File: config.mk
export PLATFORM = sky130hd
export DESIGN_NAME = key_press_debouncer
export DESIGN_NICKNAME = d
export VERILOG_FILES = /design/src/rtl/key_press_debouncer.sv
export SDC_FILE = /design/constraint.sdc
export NUM_CORES = 1
export LEC_CHECK = 0
export CORE_MARGIN = 2
export CORE_UTILIZATION = 45
export CTS_CLUSTER_SIZE = 40
export DETAILED_ROUTE_END_ITERATION = 12
export PLACE_DENSITY_LB_ADDON = 0.08
export SYNTH_ARGS = -nofsm -noshare
export SYNTH_HDL_FRONTEND = slang
export SYNTH_SLANG_ARGS = --single-unit
File: constraint.sdc
create_clock -name clock -period 5.3 [get_ports clock]
set_input_delay 1.06 -clock clock [delete_from_list [all_inputs] [get_ports clock]]
set_output_delay 1.06 -clock clock [all_outputs]
set_load 0.05 [all_outputs]
File: src/rtl/key_press_debouncer.sv
// Active-low pushbutton conditioner: per-key sync + debounce, then one-hot press arbitration.
// Optional auto-repeat of the winning key is built when KEY_AUTOREPEAT_EN is defined.
module key_lane #(
  parameter int DEBOUNCE_CYCLES = 500000
) (
  input  logic clock,
  input  logic reset,
  input  logic key_raw,
  output logic held,
  output logic held_next,
  output logic press
);
  localparam int CW = $clog2(DEBOUNCE_CYCLES);
  localparam logic [CW-1:0] TERM = CW'(DEBOUNCE_CYCLES - 1);

  logic [1:0]    sync;
  logic          state;  // debounced level, 1 = released
  logic [CW-1:0] cnt;
  logic          differ, terminal;

  assign differ    = sync[1] != state;
  assign terminal  = differ && (cnt == TERM);
  assign held      = ~state;
  assign held_next = terminal ? state : ~state;
  assign press     = terminal && state;

  always_ff @(posedge clock or negedge reset) begin
    if (!reset) begin
      sync  <= 2'b11;
      state <= 1'b1;
      cnt   <= '0;
    end else begin
      sync <= {sync[0], key_raw};
      if (terminal) begin
        state <= ~state;
        cnt   <= '0;
      end else if (differ) begin
        cnt <= cnt + 1'b1;
      end else begin
        cnt <= '0;
      end
    end
  end
endmodule

module key_press_debouncer #(
  parameter int NUM_KEYS        = 4,
  parameter int DEBOUNCE_CYCLES = 500000,
  parameter int REPEAT_DELAY    = 25000000,
  parameter int REPEAT_PERIOD   = 5000000
) (
  input  logic                clock,
  input  logic                reset,
  input  logic [NUM_KEYS-1:0] key,
  output logic [NUM_KEYS-1:0] posedge_key,
  output logic [NUM_KEYS-1:0] key_held,
  output logic                any_held
);
  if (DEBOUNCE_CYCLES < 2 || REPEAT_DELAY < 1 || REPEAT_PERIOD < 1) begin : g_bad_param
    $error("key_press_debouncer: DEBOUNCE_CYCLES must be >= 2, repeat timings >= 1");
  end

  logic [NUM_KEYS-1:0] held_now, held_next, press, press_win, pulse;
  logic                found;

  for (genvar i = 0; i < NUM_KEYS; i++) begin : g_lane
    key_lane #(.DEBOUNCE_CYCLES(DEBOUNCE_CYCLES)) u_lane (
      .clock     (clock),
      .reset     (reset),
      .key_raw   (key[i]),
      .held      (held_now[i]),
      .held_next (held_next[i]),
      .press     (press[i])
    );
  end

  // A press only counts when nothing is already held; ties go to the lowest index.
  always_comb begin
    press_win = '0;
    found     = 1'b0;
    for (int i = 0; i < NUM_KEYS; i++) begin
      if (press[i] && !found && held_now == '0) begin
        press_win[i] = 1'b1;
        found        = 1'b1;
      end
    end
  end

`ifdef KEY_AUTOREPEAT_EN
  localparam int RMAX = (REPEAT_DELAY > REPEAT_PERIOD) ? REPEAT_DELAY : REPEAT_PERIOD;
  localparam int RW   = (RMAX > 1) ? $clog2(RMAX) : 1;
  localparam logic [RW-1:0] RD_T = RW'(REPEAT_DELAY - 1);
  localparam logic [RW-1:0] RP_T = RW'(REPEAT_PERIOD - 1);

  logic                rep_act, rep_first, rep_keep, rep_fire;
  logic [RW-1:0]       rep_cnt;
  logic [NUM_KEYS-1:0] rep_owner;

  // Repeating continues only while the owner alone stays held after this edge.
  assign rep_keep = rep_act && ((held_next & rep_owner) != '0) && ((held_next & ~rep_owner) == '0);
  assign rep_fire = rep_keep && (rep_cnt == (rep_first ? RD_T : RP_T));
  assign pulse    = press_win | (rep_fire ? rep_owner : '0);

  always_ff @(posedge clock or negedge reset) begin
    if (!reset) begin
      rep_act   <= 1'b0;
      rep_first <= 1'b0;
      rep_cnt   <= '0;
      rep_owner <= '0;
    end else if (press_win != '0) begin
      rep_act   <= 1'b1;
      rep_first <= 1'b1;
      rep_cnt   <= '0;
      rep_owner <= press_win;
    end else if (!rep_keep) begin
      rep_act <= 1'b0;
      rep_cnt <= '0;
    end else if (rep_fire) begin
      rep_first <= 1'b0;
      rep_cnt   <= '0;
    end else begin
      rep_cnt <= rep_cnt + 1'b1;
    end
  end
`else
  assign pulse = press_win;
`endif

  always_ff @(posedge clock or negedge reset) begin
    if (!reset) begin
      posedge_key <= '0;
      key_held    <= '0;
      any_held    <= 1'b0;
    end else begin
      posedge_key <= pulse;
      key_held    <= held_next;
      any_held    <= |held_next;
    end
  end
endmodule

==> results of run 1 <==
==> power by group through the flow <==
stage          clock (mW)  sequential (mW)  combinational (mW)
2_1_floorplan           0            0.774              0.0249
3_3_place_gp            0            0.777              0.0475
3_5_place_dp            0            0.777              0.0483
4_1_cts             0.611            0.763              0.0486
5_1_grt             0.637            0.765              0.0544
6_report            0.591            0.763              0.0462
==> logic make-up after synthesis <==
family / after synthesis / synth area share
compound gates: 24 / 0.0397
xor+xnor: 60 / 0.114
fa+ha+maj: 8 / 0.0216
buf+inv: 28 / 0.0265
flops: 97 / 0.528
mux: 8 / 0.0184
simple gates: 220 / 0.253
==> path summary, 6_finish.rpt <==
kind	cells after the start	startpoint	endpoint
max reg2reg	6	g_lane[0].u_lane.cnt[6]$_DFF_PN0_	posedge_key[3]$_DFF_PN0_
min in group asynchronous	1	reset	g_lane[2].u_lane.cnt[11]$_DFF_PN0_
max	1	posedge_key[1]$_DFF_PN0_	posedge_key[1]
max in group asynchronous	2	reset	g_lane[0].u_lane.cnt[8]$_DFF_PN0_
min reg2reg	0	g_lane[1].u_lane.sync[0]$_DFF_PN1_	g_lane[1].u_lane.sync[1]$_DFF_PN1_
min	0	g_lane[1].u_lane.sync[0]$_DFF_PN1_	g_lane[1].u_lane.sync[1]$_DFF_PN1_
==> synth_stat cells, types with 2 or more instances <==
library cell	instances
sky130_fd_sc_hd__nand4_2	2
sky130_fd_sc_hd__buf_6	2
sky130_fd_sc_hd__mux2i_1	4
sky130_fd_sc_hd__or4bb_1	2
sky130_fd_sc_hd__o31ai_1	3
sky130_fd_sc_hd__or3_1	5
sky130_fd_sc_hd__or2_2	3
sky130_fd_sc_hd__a31o_2	2
sky130_fd_sc_hd__dfrtp_1	85
sky130_fd_sc_hd__or4_1	4
sky130_fd_sc_hd__xor2_1	15
sky130_fd_sc_hd__nor2_1	76
sky130_fd_sc_hd__nand2_1	22
sky130_fd_sc_hd__a21oi_1	11
sky130_fd_sc_hd__or4_4	2
sky130_fd_sc_hd__nor3_1	15
sky130_fd_sc_hd__ha_1	8
sky130_fd_sc_hd__mux2_2	3
sky130_fd_sc_hd__and4_1	4
sky130_fd_sc_hd__clkbuf_1	3
sky130_fd_sc_hd__and3_1	2
sky130_fd_sc_hd__inv_1	21
sky130_fd_sc_hd__nor4b_1	5
sky130_fd_sc_hd__dfstp_2	12
sky130_fd_sc_hd__nand3_1	25
sky130_fd_sc_hd__or4b_1	3
sky130_fd_sc_hd__o21ai_0	3
sky130_fd_sc_hd__nor4_1	19
sky130_fd_sc_hd__nand4_1	23
sky130_fd_sc_hd__o21bai_4	2
sky130_fd_sc_hd__xnor2_1	45
==> state kept, by name (all words and copies together), names as in the netlist <==
signal and cells:
g_lane.u_lane.sync 8, any_held 1, posedge_key 4, g_lane.u_lane.state 4
key_held 4, g_lane.u_lane.cnt 76
==> per-layer routing <==
metal / vias up / track usage / wire length (um)
met4: 0 / 0.0600 / 114
met2: 25 / 0.264 / 3910
met5: - / 0 / 0
met1: 1522 / 0.238 / 4390
li1: 1601 / - / -
met3: 10 / 0.0272 / 162
==> final cells by class <==
type | count | area [um2] | area share
clock inverters | 6 | 115 | 0.0223
multi-input cells | 320 | 2060 | 0.399
clock buffers | 10 | 138 | 0.0266
inverters | 21 | 78.8 | 0.0153
well taps | 136 | 170 | 0.0329
repair buffers | 17 | 160 | 0.0310
flip-flops and latches | 97 | 2440 | 0.473
==> stage by stage <==
| step | instance area [um2] | hold slack (ns) | utilization |
|---|---|---|---|
| floorplan | 4630 | 0.345 | - |
| global placement | 4910 | 0.348 | 0.485 |
| CTS | 5170 | 0.357 | 0.510 |
| finish | 5170 | 0.351 | 0.510 |
| global route | 5170 | 0.352 | 0.510 |
| detailed placement | 4910 | 0.348 | 0.485 |
==> metrics.cfg, run 1 <==
[outcome]
run_status = finished, final reports clean

[place]
place_ws_ns = 2.99
gpl.final_weighted_congestion = 0.806
place.detailed.instances = 591
io_buffer_count = 14
dp_hpwl_um = 5890

[die]
die-height_um = 105
starting_density_of_the_core = 0.456
die_width_um = 105
ioPinCount = 15
core_area_um2 = 10100
floorplan.rows = 37
dieArea_um2 = 11100

[synth]
postSynth.asyncResetShare = 1.00
mappedNetlistNets = 459
ys_seq_elements = 97
number_of_enable_type_register_cells_in_the_synthesized_netlist = 0
post_synth.cell_area_avg_um2 = 10.4
ys.warnings.count = 0
ys_dominant_reg_cell = sky130_fd_sc_hd__dfrtp_1
yosys.cell_types.count = 45
fraction_of_the_yosys_area_taken_by_sequential_cells = 0.528
synth.area.top_cells = sky130_fd_sc_hd__dfrtp_1, sky130_fd_sc_hd__xnor2_1, sky130_fd_sc_hd__dfstp_2
cells_after_synth = 445
yosys_top_cell_area_share = 0.460
netlist.top_cell.by_area = sky130_fd_sc_hd__dfrtp_1
synth.cell_area_um2 = 4630

[cells_and_area]
finish.cell_count_without_fillers = 607
layout.nets = 480
most-common-layout-cells = sky130_fd_sc_hd__dfrtp_1, sky130_fd_sc_hd__nor2_1, sky130_fd_sc_hd__xnor2_1
flow.area_growth_from_synthesis_pct = 11.7
antenna_diode_count = 0
filler_cell_count = 913
drive_above_1_share = 0.106
final_common_cell = sky130_fd_sc_hd__dfrtp_1

[detailed_routing]
num_vias = 3158
totalWireLength_um = 8580
drc_errors = 0
drt_pass1_iterations = 4
vias_per_cell = 5.20
postRouteAntennaNets = 0
routedWlPerCell_um = 14.1
number_of_violations_reported_at_the_end_of_detailed_routing_iteration_0 = 157

[global_routing]
largest_net_degree_at_the_start_of_global_routing = 52
antenna_found_initial = 0
grt_first_pass_wirelength_um = 15100
grt.overflow.total = 0
grt_pass1_vias = 3166
grt_util_all_layers = 0.169

[power_and_ir_drop]
power.share.clock = 0.422
leakage_nw = 1.99
swShare = 0.217
power.share.combinational = 0.033
switching_power_uw = 304
internal_power_summed_over_all_cells_mw = 1.10
cellPowerDensity_nw_per_um2 = 271
ir_worst_vdd_mv = 0.114
sequential_power_share = 0.545
overall_power_mw = 1.40

[sta]
fin_setup_tns_ns = 0
fmax_mhz = 387
rsz0062_at_grt = false
fin_crit_ns = 2.58
clock_skew_ns = 0.0144
final_setup_violations = 0
max_slew.worst_pin.slew_ns = 0.903
timing.final.ws_setup_ns = 2.72
timing.max_slew.rel_slack = 0.391
timing.final.max_slew_violations = 0
hold_viol_final = 0
finalCritPeriodShare = 0.487

[setup_path]
cpLargestDelayFamily = buffers and inverters
crit_slowest_cell = sky130_fd_sc_hd__clkdlybuf4s50_1
timing.critical_path.arrival_ns = 1.52
required_worst_endpoint_ns = 4.24
endpoint_kind = output port
crit_chain = clkdlybuf4s50_1
cpPeakStageDelay_ns = 0.80
ff2ff_setup_slack_ns = 2.96
critical_path.n_buffers_inverters = 1
crit_path_max_fanout = 1
setup.worst_path.start_class = flop
setup.worst_path.class = flop to output port

[cts]
cts_post_setup_buffers_inserted = 0
cts_hold_repair.buffers = 0
cts_buffer_depth = 2
cts_tree = done
cts_sink_cnt = 97
ctsHtreeMaxLevel = 3
cts_buffers = 9
cts.clk_slew.worst_paths_ns = 0.10
postCtsResizedCells = 0
worst_skew_pair.late_latency_ns = 0.36
cts_root_buffer = sky130_fd_sc_hd__clkbuf_8

[min_path]
min_path_type = flop to flop

[flow_run]
timing.max_cap.violations = 0

Power figures use the tool's default switching activity.
==> run 2, diff against run 1 <==
==> constraint.sdc (replaced) <==
create_clock -name clock -period 2.4 [get_ports clock]
set_input_delay 0.48 -clock clock [delete_from_list [all_inputs] [get_ports clock]]
set_output_delay 0.48 -clock clock [all_outputs]
set_load 0.05 [all_outputs]
==> run 2 against run 1 <==
Cell count up 2.5%; critical path depth grew 5; power increased by 100%; clock-buffer cell count stayed put; critical path type is now flop to flop; highest routed layer unchanged.
==> metrics.cfg, run 2 (synthesized netlist as in run 1, its figures left out) <==
[cts]
cts_sink_cnt = 97  ; unchanged
cts_buffers = 9  ; unchanged
ctsHtreeMaxLevel = 3  ; unchanged
cts_root_buffer = sky130_fd_sc_hd__clkbuf_8  ; unchanged
worst_skew_pair.late_latency_ns = 0.36  ; about the same
cts_tree = done  ; unchanged
cts_buffer_depth = 2  ; unchanged
cts_post_setup_buffers_inserted = 0  ; unchanged
cts.clk_slew.worst_paths_ns = 0.10  ; about the same

[die]
starting_density_of_the_core = 0.456  ; unchanged
dieArea_um2 = 11100  ; unchanged
ioPinCount = 15  ; unchanged
floorplan.rows = 37  ; unchanged
die_width_um = 105  ; unchanged
die-height_um = 105  ; unchanged
core_area_um2 = 10100  ; unchanged

[sta]
finalCritPeriodShare = 0.943
fin_setup_tns_ns = 0  ; unchanged
timing.max_slew.rel_slack = 0.591  ; was 0.391
final_setup_violations = 0  ; unchanged
clock_skew_ns = 0.0177  ; was 0.0144 ns
hold_viol_final = 0  ; unchanged
rsz0062_at_grt = false  ; unchanged
max_slew.worst_pin.slew_ns = 0.604  ; was 0.903 ns
timing.final.max_slew_violations = 0  ; unchanged
fin_crit_ns = 2.26
fmax_mhz = 442

[cells_and_area]
finalCoreUtilization = 0.517  ; was 0.510
most-common-layout-cells = sky130_fd_sc_hd__dfrtp_1, sky130_fd_sc_hd__nor2_1, sky130_fd_sc_hd__xnor2_1  ; unchanged
layout.nets = 495  ; was 480
final_common_cell = sky130_fd_sc_hd__dfrtp_1  ; unchanged
antenna_diode_count = 0  ; unchanged
reg_top3 = g_lane.u_lane.cnt (76), g_lane.u_lane.sync (8)  ; unchanged
design_area_um2 = 5250  ; was 5170 um2
flow.area_growth_from_synthesis_pct = 13.3  ; was 11.7%
number_of_flip_flops_under_the_largest_register_name = 76  ; unchanged
finish.cell_count_without_fillers = 622  ; was 607
drive_above_1_share = 0.136  ; was 0.106
register_with_the_most_flip_flops = g_lane.u_lane.cnt  ; unchanged

[power_and_ir_drop]
leakage_nw = 2.04  ; was 1.99 nW
sequential_power_share = 0.588  ; was 0.545
internal_power_summed_over_all_cells_mw = 2.19  ; was 1.10 mW
switching_power_uw = 677  ; was 304 uW
ir_worst_vdd_mv = 0.342  ; was 0.114 mV
power.share.combinational = 0.039  ; was 0.033
swShare = 0.236  ; was 0.217
overall_power_mw = 2.86  ; was 1.40 mW
cellPowerDensity_nw_per_um2 = 546  ; was 271 nW/um2
power.share.clock = 0.374  ; was 0.422

[place]
placed_cell_area_um2 = 5040  ; was 4910 um2
gpl.final_weighted_congestion = 0.799  ; was 0.806
place.detailed.instances = 606  ; was 591
dp_hpwl_um = 6180  ; was 5890 um
io_buffer_count = 14  ; unchanged

[detailed_routing]
vias_per_cell = 5.21  ; was 5.20
totalWireLength_um = 8750  ; was 8580 um
drc_errors = 0  ; unchanged
number_of_violations_reported_at_the_end_of_detailed_routing_iteration_0 = 133  ; was 157
num_vias = 3242  ; was 3,158
routedWlPerCell_um = 14.1  ; about the same
postRouteAntennaNets = 0  ; unchanged
drt_pass1_iterations = 5  ; was 4

[setup_path]
crit_path_max_fanout = 4  ; was 1
setup.worst_path.start_class = flop  ; unchanged
setup.worst_path.class = flop to flop  ; was flop to output port
required_worst_endpoint_ns = 2.65  ; was 4.24 ns
endpoint_kind = flop  ; was output port
timing.critical_path.arrival_ns = 2.51  ; was 1.52 ns

[global_routing]
largest_net_degree_at_the_start_of_global_routing = 42  ; was 52
grt_first_pass_wirelength_um = 15300  ; was 15,100 um
antenna_found_initial = 0  ; unchanged
grt_util_all_layers = 0.169  ; about the same
grt.overflow.total = 0  ; unchanged
grt_pass1_vias = 3241  ; was 3,166

[min_path]
min_path_type = input pin to asynchronous set/reset pin  ; was flop to flop

[flow_run]
timing.max_cap.violations = 0  ; unchanged

[outcome]
run_status = finished, final reports clean  ; unchanged

## run 2: cell count changes in the layout (fill, tap and decap cells not counted), moves of 2 or more
cell,change
sky130_fd_sc_hd__buf_4,+14
sky130_fd_sc_hd__bufinv_16,-2
sky130_fd_sc_hd__nor3_1,-2
sky130_fd_sc_hd__nor3_2,+2
## run 2: layout make-up
type | count | area (um2)
clock inverters | 6 | 67.6
inverters | 21 | 78.8
repair buffers | 32 | 285
clock buffers | 10 | 128
well taps | 136 | 170
flip-flops and latches | 97 | 2440
fillers | 925 | 4890
multi-input cells | 320 | 2070
## run 2: timing repair
item                       CTS  global route
setup endpoints to repair    0             3
gates resized for setup      0             2
hold buffers                 0             0
## run 2: worst max-delay path: stages, from the launching register on
cell	delay, ns
sky130_fd_sc_hd__dfrtp_1	0.41
sky130_fd_sc_hd__or4b_2	0.68
sky130_fd_sc_hd__or4_4	0.48
sky130_fd_sc_hd__nor3_2	0.19
sky130_fd_sc_hd__ha_1	0.18
sky130_fd_sc_hd__nor3_1	0.06
sky130_fd_sc_hd__and3b_1	0.16
## run 2: per-stage QoR
| stage | setup slack (ns) | hold WS (ns) |
|---|---|---|
| CTS | 0.0664 | 0.105 |
| global placement | 0.152 | 0.348 |
| detailed placement | 0.0927 | 0.347 |
| global route | 0.0257 | 0.126 |
| floorplan | 0.219 | 0.184 |
| finish | 0.137 | 0.104 |
## run 2: path summary, 6_finish.rpt
kind / start / to / slack [ns] / cells after the start
max in group asynchronous: reset / g_lane[0].u_lane.sync[1]$_DFF_PN1_ / 1.60 / 2
hold / removal: reset / key_held[2]$_DFF_PN0_ / 0.10 / 1
hold reg to reg: g_lane[2].u_lane.sync[0]$_DFF_PN1_ / g_lane[2].u_lane.sync[1]$_DFF_PN1_ / 0.35 / 0
min in group clock: g_lane[2].u_lane.sync[0]$_DFF_PN1_ / g_lane[2].u_lane.sync[1]$_DFF_PN1_ / 0.35 / 0
setup / recovery: g_lane[1].u_lane.cnt[7]$_DFF_PN0_ / posedge_key[3]$_DFF_PN0_ / 0.14 / 6
setup reg to reg: g_lane[1].u_lane.cnt[7]$_DFF_PN0_ / posedge_key[3]$_DFF_PN0_ / 0.14 / 6
## run 2: power groups by stage
| stage | Clock (mW) | Sequential [mW] | Combinational (mW) |
|---|---|---|---|
| 2_1_floorplan | 0 | 1.71 | 0.0551 |
| 3_3_place_gp | 0 | 1.71 | 0.113 |
| 3_5_place_dp | 0 | 1.72 | 0.114 |
| 4_1_cts | 1.11 | 1.68 | 0.114 |
| 5_1_grt | 1.17 | 1.69 | 0.128 |
| 6_report | 1.07 | 1.68 | 0.110 |
## run 2: per-layer routing
metal	wire, um	vias to the layer above	GRT usage
met3	191	12	0.0260
li1	-	1631	-
met1	4370	1567	0.240
met5	0	-	0
met2	4040	32	0.262
met4	143	0	0.0648
==> run 3, diff against run 2 <==
--- a/config.mk
+++ b/config.mk
@@ -9,7 +9,9 @@
 export CORE_UTILIZATION = 45
 export CTS_CLUSTER_SIZE = 40
 export DETAILED_ROUTE_END_ITERATION = 12
+export HOLD_SLACK_MARGIN = 0.15
 export PLACE_DENSITY_LB_ADDON = 0.08
 export SYNTH_ARGS = -nofsm -noshare
 export SYNTH_HDL_FRONTEND = slang
 export SYNTH_SLANG_ARGS = --single-unit
+export TNS_END_PERCENT = 10
==> run 3 against run 2 <==
Flip-flop and latch count did not move; sequential power barely moved; global-route usage did not move; core utilization rose by 0.099 points; non-clock buffer count rose by 1; maximum frequency barely moved.
==> metrics.cfg, run 3 (synthesized netlist as in run 1, its figures left out) <==
[outcome]
run_status = finished, final reports clean  ; unchanged

[sta]
timing.final.max_slew_violations = 0  ; unchanged
max_slew.worst_pin.slew_ns = 0.604  ; unchanged
rsz0062_at_grt = false  ; unchanged
clock_skew_ns = 0.0180  ; was 0.0177 ns
final_setup_violations = 0  ; unchanged
timing.max_slew.rel_slack = 0.591  ; unchanged
hold_viol_final = 0  ; unchanged
fin_setup_tns_ns = 0  ; unchanged
finalCritPeriodShare = 0.943  ; about the same
fin_crit_ns = 2.26  ; about the same
fmax_mhz = 442  ; about the same

[die]
starting_density_of_the_core = 0.456  ; unchanged
die_width_um = 105  ; unchanged
ioPinCount = 15  ; unchanged
die-height_um = 105  ; unchanged
core_area_um2 = 10100  ; unchanged
floorplan.rows = 37  ; unchanged
dieArea_um2 = 11100  ; unchanged

[setup_path]
setup.worst_path.start_class = flop  ; unchanged
crit_path_max_fanout = 4  ; unchanged
timing.rr.end = posedge_key[3]$_DFF_PN0_  ; unchanged
critical_path.startpoint = g_lane[1].u_lane.cnt[7]$_DFF_PN0_  ; unchanged
startpoint_of_the_lowest_slack_register_to_register_path = g_lane[1].u_lane.cnt[7]$_DFF_PN0_  ; unchanged
ff2ff_setup_slack_ns = 0.14  ; about the same
endpoint_kind = flop  ; unchanged
worstRegToRegCells = 6  ; unchanged
timing.critical_path.arrival_ns = 2.52  ; was 2.51 ns
critPathCapture = posedge_key[3]$_DFF_PN0_  ; unchanged
required_worst_endpoint_ns = 2.65  ; about the same
setup.worst_path.class = flop to flop  ; unchanged

[cells_and_area]
flow.area_growth_from_synthesis_pct = 13.5  ; was 13.3%
design_area_um2 = 5260  ; was 5250 um2
antenna_diode_count = 0  ; unchanged
number_of_flip_flops_under_the_largest_register_name = 76  ; unchanged
multi_input_comb_area_um2 = 2070  ; unchanged
register_with_the_most_flip_flops = g_lane.u_lane.cnt  ; unchanged
final_common_cell = sky130_fd_sc_hd__dfrtp_1  ; unchanged
layout.nets = 496  ; was 495
reg_top3 = g_lane.u_lane.cnt (76), g_lane.u_lane.sync (8)  ; unchanged
filler_cell_count = 924  ; was 925
drive_above_1_share = 0.136  ; about the same
final-seq-area_um2 = 2440  ; unchanged
most-common-layout-cells = sky130_fd_sc_hd__dfrtp_1, sky130_fd_sc_hd__nor2_1, sky130_fd_sc_hd__xnor2_1  ; unchanged

[detailed_routing]
totalWireLength_um = 8770  ; was 8750 um
vias_per_cell = 5.22  ; was 5.21
number_of_violations_reported_at_the_end_of_detailed_routing_iteration_0 = 131  ; was 133
routedWlPerCell_um = 14.1  ; about the same
drt_pass1_iterations = 4  ; was 5
postRouteAntennaNets = 0  ; unchanged
num_vias = 3252  ; was 3,242
drc_errors = 0  ; unchanged

[global_routing]
grt_util_all_layers = 0.169  ; unchanged
grt.busiest_layer = met2  ; unchanged
groute.layer.met1.usage = 0.240  ; about the same
grt_pass1_vias = 3241  ; unchanged
antenna_found_initial = 0  ; unchanged
gr_met2_demand_resource = 0.262  ; unchanged
largest_net_degree_at_the_start_of_global_routing = 42  ; unchanged
grt_first_pass_wirelength_um = 15300  ; unchanged
grt.overflow.total = 0  ; unchanged
grt.met3_usage = 0.0254  ; was 0.0260

[cts]
cts.clk_slew.worst_paths_ns = 0.10  ; about the same
ctsHtreeMaxLevel = 3  ; unchanged
worst_skew_pair.late_latency_ns = 0.36  ; about the same
cts_tree = done  ; unchanged
cts_sink_cnt = 97  ; unchanged
cts_buffers = 9  ; unchanged
cts_root_buffer = sky130_fd_sc_hd__clkbuf_8  ; unchanged
cts_buffer_depth = 2  ; unchanged

[min_path]
min_path_type = flop to flop  ; was input pin to asynchronous set/reset pin
min_from = g_lane[2].u_lane.sync[0]$_DFF_PN1_

[power_and_ir_drop]
leakage_nw = 2.04  ; about the same
ir_worst_vdd_mv = 0.342  ; about the same
cellPowerDensity_nw_per_um2 = 546  ; about the same
overall_power_mw = 2.87  ; was 2.86 mW

[place]
dp_hpwl_um = 6180  ; unchanged
gpl.final_weighted_congestion = 0.799  ; unchanged
placed_cell_area_um2 = 5040  ; unchanged
io_buffer_count = 14  ; unchanged

[flow_run]
timing.max_cap.violations = 0  ; unchanged

-- run 3: changes by cell type in the layout (fill, tap and decap cells not counted) --
cell,change
sky130_fd_sc_hd__dlygate4sd3_1,+1
-- run 3: final cells by class --
cell class	count	area share
clock buffer	10	0.0243
tap	136	0.0324
inverter	21	0.0150
multi-input combinational	320	0.395
clock inverter	6	0.0129
timing repair buffer	33	0.0562
sequential	97	0.465
-- run 3: worst min-delay path by stage --
stage                     cells after the start                                  to  slack, ns
after floorplan                               0                  any_held$_DFF_PN0_       0.18
after global placement                        0  g_lane[3].u_lane.sync[1]$_DFF_PN1_       0.35
after detailed placement                      0  g_lane[3].u_lane.sync[1]$_DFF_PN1_       0.35
after CTS                                     0  g_lane[1].u_lane.sync[1]$_DFF_PN1_       0.35
after global routing                          0  g_lane[1].u_lane.sync[1]$_DFF_PN1_       0.35
final                                         0  g_lane[2].u_lane.sync[1]$_DFF_PN1_       0.35
-- run 3: report_power, final --
part	leakage, nW	internal (mW)	switching, mW	total, mW
clock	0.0929	0.487	0.585	1.07
combinational	0.670	0.0401	0.0716	0.112
sequential	1.28	1.66	0.0218	1.68
-- run 3: critical path, cell delays in order, from the launching register on --
cell	delay [ns]
sky130_fd_sc_hd__dfrtp_1	0.41
sky130_fd_sc_hd__or4b_2	0.68
sky130_fd_sc_hd__or4_4	0.48
sky130_fd_sc_hd__nor3_2	0.19
sky130_fd_sc_hd__ha_1	0.18
sky130_fd_sc_hd__nor3_1	0.06
sky130_fd_sc_hd__and3b_1	0.16
-- run 3: repair_timing --
item | 4_1_cts | 5_1_grt
resized for setup | 0 | 2
hold buffers | 1 | 0
endpoints found under the setup margin | 0 | 3
buffers inserted | 0 | 0
endpoints found under the hold margin | 30 | 0
-- run 3: stage by stage --
step | setup slack, ns | utilization | hold WS, ns | instances
after global routing | 0.0257 | 0.518 | 0.354 | 623
after floorplan | 0.219 | - | 0.184 | 445
final | 0.136 | 0.518 | 0.351 | 623
after CTS | 0.0664 | 0.517 | 0.354 | 623
after global placement | 0.152 | 0.497 | 0.348 | 606
after detailed placement | 0.0927 | 0.497 | 0.347 | 606
-- run 3: routing by layer --
layer	wire, um	share of wire
met1	4380	0.50
met2	4050	0.46
met3	188	0.021
met4	143	0.016
met5	0	0
